[src/rtl/sub_iter_pkg.sv]
// Shared types and sizing helpers for the iterative borrow-propagation subtractor.
package sub_pkg;

    typedef enum logic [1:0] {
        IDLE = 2'd0,
        ITER = 2'd1,
        DONE = 2'd2
    } sub_state_t;

    localparam int SUB_WIDTH = 8;

    // Width of a counter that can hold 0..width inclusive.
    function automatic int sub_iters_w(input int width);
        return $clog2(width + 1);
    endfunction

endpackage

[src/rtl/sub_iter_step.sv]
// One borrow-propagation step: XOR the borrow into the difference, then
// regenerate the borrow from bits where a 0 had a borrow applied.
module sub_step #(
    parameter int WIDTH = 8
) (
    input  logic [WIDTH-1:0] x,
    input  logic [WIDTH-1:0] b,
    output logic [WIDTH-1:0] x_next,
    output logic [WIDTH-1:0] b_next,
    output logic             msb_borrow
);

    logic [WIDTH-1:0] gen;

    always_comb begin
        gen        = ~x & b;
        x_next     = x ^ b;
        b_next     = {gen[WIDTH-2:0], 1'b0};
        msb_borrow = gen[WIDTH-1];
    end

endmodule

[src/rtl/sub_iter.sv]
// Sequential iterative subtractor: op1 - op2 by one borrow step per clock,
// with valid/ready handshakes on both the operand and result sides.
//
//   state | meaning
//   IDLE  | ready for a new operand pair
//   ITER  | applying borrow steps until the borrow word is zero
//   DONE  | result presented, waiting for out_ready
module sub_iter
    import sub_pkg::*;
#(
    parameter int WIDTH   = SUB_WIDTH,
    parameter int ITERS_W = sub_iters_w(WIDTH)
) (
    input  logic               clk,
    input  logic               rst_n,
    input  logic               in_valid,
    output logic               in_ready,
    input  logic [WIDTH-1:0]   op1,
    input  logic [WIDTH-1:0]   op2,
    output logic               out_valid,
    input  logic               out_ready,
    output logic [WIDTH-1:0]   Diff,
    output logic               borrow_out,
    output logic [ITERS_W-1:0] iters
);

    sub_state_t         state_q, state_d;
    logic [WIDTH-1:0]   x_q, x_d;
    logic [WIDTH-1:0]   b_q, b_d;
    logic               bo_q, bo_d;
    logic [ITERS_W-1:0] cnt_q, cnt_d;

    logic [WIDTH-1:0]   step_x;
    logic [WIDTH-1:0]   step_b;
    logic               step_msb;

    sub_step #(.WIDTH(WIDTH)) u_step (
        .x          (x_q),
        .b          (b_q),
        .x_next     (step_x),
        .b_next     (step_b),
        .msb_borrow (step_msb)
    );

    always_comb begin
        state_d = state_q;
        x_d     = x_q;
        b_d     = b_q;
        bo_d    = bo_q;
        cnt_d   = cnt_q;
        case (state_q)
            IDLE: begin
                if (in_valid) begin
                    x_d     = op1;
                    b_d     = op2;
                    bo_d    = 1'b0;
                    cnt_d   = '0;
                    state_d = ITER;
                end
            end
            ITER: begin
                // The borrow word shifts left every step, so cnt tops out at WIDTH.
                if (b_q != '0) begin
                    x_d   = step_x;
                    b_d   = step_b;
                    bo_d  = bo_q | step_msb;
                    cnt_d = cnt_q + ITERS_W'(1);
                end else begin
                    state_d = DONE;
                end
            end
            DONE: begin
                if (out_ready) begin
                    state_d = IDLE;
                end
            end
            default: state_d = IDLE;
        endcase
    end

    always_ff @(posedge clk) begin
        if (!rst_n) begin
            state_q <= IDLE;
            x_q     <= '0;
            b_q     <= '0;
            bo_q    <= 1'b0;
            cnt_q   <= '0;
        end else begin
            state_q <= state_d;
            x_q     <= x_d;
            b_q     <= b_d;
            bo_q    <= bo_d;
            cnt_q   <= cnt_d;
        end
    end

    always_comb begin
        in_ready   = (state_q == IDLE);
        out_valid  = (state_q == DONE);
        Diff       = x_q;
        borrow_out = bo_q;
        iters      = cnt_q;
    end

endmodule

[config.mk]
export PLATFORM = sky130hd
export DESIGN_NAME = sub_iter
export DESIGN_NICKNAME = d
export VERILOG_FILES = /design/src/rtl/sub_iter_pkg.sv /design/src/rtl/sub_iter_step.sv /design/src/rtl/sub_iter.sv
export SDC_FILE = /design/constraint.sdc
export NUM_CORES = 1
export LEC_CHECK = 0
export ABC_CLOCK_PERIOD_IN_PS = 1770
export CORE_MARGIN = 3
export CORE_UTILIZATION = 47
export DETAILED_ROUTE_END_ITERATION = 6
export GPL_ROUTABILITY_DRIVEN = 0
export GPL_TIMING_DRIVEN = 0
export PLACE_DENSITY = 0.79
export SLEW_MARGIN = 5
export SYNTH_ARGS = -nofsm -noshare
export SYNTH_HDL_FRONTEND = slang
export SYNTH_SLANG_ARGS = --single-unit
[constraint.sdc]
create_clock -name clk -period 1.77 [get_ports clk]
set_input_delay 0.2655 -clock clk [delete_from_list [all_inputs] [get_ports clk]]
set_output_delay 0.2655 -clock clk [all_outputs]
set_load 0.02 [all_outputs]
== Word-level counts from Yosys, hierarchy flattened ==
Cells that the tools add are included.
Word-level totals
  input port bits: 20
  register bits: 23
  word-level logic and storage cells: 37
  output and inout bits: 15
Operators by class
  reductions and logical operators: 5
  equal/unequal tests: 6
  add/subtract/negate cells: 1
  mux-type cells: 16
  bitwise gates (word level): 4
Operator list (number)
  8-bit 2-to-1 mux: 4
  8-bit one-hot mux with 2 select lines: 2
  8-bit bitwise AND: 1
  4-bit 2-to-1 mux: 2
  8-bit NOT: 1
  4-bit one-hot mux with 2 select lines: 1
  8-bit nonzero test: 1
  8-bit bitwise XOR: 1
  2-bit 2-to-1 mux: 3
  2-bit inequality test (second input constant): 3
  2-bit one-hot mux with 3 select lines: 1
  3-bit AND reduction: 2
  4-bit by 1-bit adder with 4-bit output (second input constant): 1
  2-bit by 1-bit equality test with 1-bit output (second input constant): 1
  2-bit equality test (second input constant): 1
  2-bit logical NOT: 1
  1-bit 2-to-1 mux: 2
  2-bit by 1-bit inequality test with 1-bit output (second input constant): 1
  1-bit one-hot mux with 2 select lines: 1
  2-bit nonzero test: 1
  1-bit OR: 1

== Depth between registers and ports, before layout ==
  word-level depth: 5
  depth in mapped cells: 6
  gate-level depth less buffers: 5

== Hierarchy ==
A second synthesis with hierarchy kept.
Unflattened totals
  cell total of the unflattened synthesis: 142
  area total of the unflattened synthesis: 1306.3 µm²
Modules (own cells, without submodules)
  sub_iter: cells each 116, instances 1, sequential area each 460.4 µm², area each 1134.8 µm²
  sub_step: cells each 26, instances 1, sequential area each 0.0 µm², area each 171.4 µm²

== Worst setup path after synthesis ==
Ideal clock, no wire load.
  kind: register -> register
  from: reg b_q[5]
  to: reg b_q[1]
  buffers on the path: 1
  path slack: 0.338 ns
  setup time: 0.116 ns
  data arrival time: 1.316 ns
  stages on the path, launching flop included: 5
  period minus slack after synthesis: 1.432 ns
  required time: 1.654 ns
  cells stage by stage: dfxtp_1 -> nor4_2 -> a311oi_4 -> buf_6 -> o211a_1
Between the ends
  longest elaborated chain between the ends: 3
Ends and longest elaborated chain
  from (decl): RTL line sub_iter.sv:29  | logic [WIDTH-1:0] b_q, b_d;
  from (signal assigned): RTL line sub_iter.sv:85  | b_q <= '0;
  from (signal assigned): RTL line sub_iter.sv:91  | b_q <= b_d;
  8-bit nonzero test: RTL line sub_iter.sv:63  | if (b_q != '0) begin
  2-bit inequality test (no line)
  3-bit AND reduction (no line)
No other way between the ends.
A chain may end at the register's enable or synchronous reset.

== Worst setup path after layout ==
  from: reg cnt_q[0] (netlist: iters[0])
  to: out iters[0]
RTL lines
  from (decl): RTL line sub_iter.sv:31  | logic [ITERS_W-1:0] cnt_q, cnt_d;
  from (signal assigned): RTL line sub_iter.sv:93  | cnt_q <= cnt_d;
  to (decl): RTL line sub_iter.sv:24  | output logic [ITERS_W-1:0] iters
No word-level cell between the ends.

==> results.toml <==
[layout]
drive_above_1_share_pct = 12.9
seq_area_sq_um = 463
nFillCells = 221
multi_input_area_sq_um = 699
area_growth_pct = 32.6
num_antenna_cells = 0
finalNetCount = 208

[logic_synthesis]
ys_types = 29
synth_seq_area_share_pct = 36.7
yosys-top-cells-area = "dfxtp_1 (37%), o211a_1 (9.6%), nand2_1 (9.6%)"
yosysTopAreaCellShare_pct = 36.7
syn_avg_cell_area_sq_um = 8.96
netlist_area_sq_um = 1250
synth_nets = 169
yosys_register_bits = 23
yosysWarnings = 0
synth-edff-count = 0
async_flop_share_pct = 0
synth_top_cell_by_area = "dfxtp_1"
syn-instance-count = 140
synth-main-ff-cell = "dfxtp_1"

[routing]
dr_wl_met2_um = 1360
initialDrtViolationCount = 40
dr.max_layer_used = "met4"
vias = 1124
drc = 0
wl_met3_um = 115
viasPerCell = 5.40
ant_nets = 0
drt-met1-wl_um = 1380
route.final.wire_length_um = 2880
drt_first_pass_iters = 4
wl_per_cell_um = 13.8

[sta]
fin_skew_ns = 0.00561
fmax_mhz = 618
rsz0062_at_grt = "no"
slew_viol_final = 0
holdWs_ns = 0.494
finalWorstPathRequiredPeriod_ns = 1.62
period_share_pct = 91.4
setup_viol = 0
worst_slack_ns = 0.151
worst_pin_slew_ns = 0.496
hold_viol = 0
slew_headroom_pct = 66.6
setup_tns_ns = 0

[setup_path]
critPathBufInv = 1
cpPeakStageDelay_ns = 0.62
worst_ep_arrival_time_ns = 1.35
critical_path_class = "register to primary output"
crit_required_ns = 1.50
crit_chain = "clkdlybuf4s50_1"
cp_slowest_cell = "clkdlybuf4s50_1"
path_delay_family = "buffers and inverters"
start_kind = "register"
setup.worst_path.end_class = "primary output"
path_max_fanout = 4

[clocking]
htreeDepth = 1
clock-sinks = 23
cts_tree = "yes"
cts_buffers = 3
clockRootBuffer = "clkbuf_4"
clk-insertion-delay-late_ns = 0.31
cts.reportedPaths.clkPinSlew_ns = 0.14
clock_path_buffers = 2
ctsHoldBuffers = 0

[die]
start_util_pct = 50.2
die_h_um = 57.6
die_x_um = 57.6
floorplan.rows = 18
dieArea_sq_um = 3320
coreArea_sq_um = 2500
io_pins = 35

[global_routing]
grt_usage_pct = 17.9
grt_pass1_wl_um = 4780
grt_pass1_vias = 1078
grt_start_max_net_pins = 14
grt_overflow = 0
antenna_found_initial = 0

[place]
post-place-ws_ns = -0.105
dpl.hpwl_um = 2120
io_buffers = 34

[pwr]
fin_total_pwr_mw = 1.46
peakVddDrop_mv = 0.551
power_density_nw_per_um2 = 877
p_leak_nw = 0.776

[worst_hold_path]
hp-class = "register to register"

[outcome]
status = "finished clean"

[job]
maxCapViolations = 0
-- sequential cells by signal, summed over array words and instances, names as in the netlist --
register and cells:
Diff 8, b_q 8, borrow_out 1, iters 4, state_q 2
-- layer usage --
metal,vias to the layer above,GRT usage (%)
met5,-,0
met4,0,4.97
met3,2,2.23
met2,22,29.5
met1,532,24.7
li1,568,-
-- timing repair --
action,in CTS,in global routing
setup buffers,0,0
setup endpoints to repair,2,1
resized for setup,3,1
pin swaps,0,0
-- cell usage in the layout (no fill, tap or decap), drive strengths merged, types with 2 or more instances in the layout --
master / Yosys / routed
nand3: 10 / 10
o21ai: 4 / 4
clkdlybuf4s50: 0 / 32
o211a: 12 / 12
nor2: 4 / 4
a21oi: 3 / 3
o211ai: 5 / 5
ha: 9 / 9
nand2: 32 / 32
buf: 6 / 6
dfxtp: 23 / 23
inv: 9 / 9
nand2b: 2 / 2
and2: 2 / 2
nor4: 2 / 2
clkbuf: 3 / 6
o2111ai: 3 / 3
nor2b: 3 / 3
o22ai: 2 / 2
-- final timing paths --
path	cells past startpoint	to	slack, ns	startpoint
min reg2reg	2	Diff[0]	0.49	Diff[0]
max reg2reg	4	b_q[1]	0.17	b_q[1]
max	1	iters[0]	0.15	iters[0]
min	2	Diff[0]	0.49	Diff[0]
-- cell type report --
cell class	instances	share of cell area (%)
Sequential cell	23	27.8
Buffer	9	3.61
Clock inverter	1	0.301
Tap cell	30	2.26
Clock buffer	3	1.35
Inverter	9	2.03
Timing Repair Buffer	34	20.5
Multi-Input combinational cell	99	42.1
-- kinds of logic after synthesis --
| family | share of synthesized area, % |
|---|---|
| AOI/OAI and AO/OA | 21.7 |
| muxes | 0.798 |
| and+or+nand+nor | 23.7 |
| adders and majority gates | 8.98 |
| xor gates and xnor gates | 0.699 |
| buffers and inverters | 7.48 |
| DFF | 36.7 |
-- cell usage after synthesis (all sizes together), types with 3 or more instances --
cell,instances
nand2,32
dfxtp,23
o211a,12
nand3,10
ha,9
inv,9
buf,6
o211ai,5
nor2,4
o21ai,4
a21oi,3
clkbuf,3
nor2b,3
o2111ai,3
-- per-stage QoR --
step / utilization [%] / instances / instance area, sq um
2_1_floorplan: - / 140 / 1250
3_3_place_gp: 65.3 / 204 / 1630
3_5_place_dp: 65.3 / 204 / 1630
4_1_cts: 66.4 / 208 / 1660
5_1_grt: 66.5 / 208 / 1660
6_report: 66.5 / 208 / 1660
-- report_power, final --
group          internal, mW  leakage (nW)  total (mW)  switching (mW)
clock network        0.0843        0.0177       0.254           0.170
logic                 0.267         0.568       0.553           0.286
registers             0.587         0.190       0.651          0.0640
No activity file was read; power rests on OpenSTA's default activity.
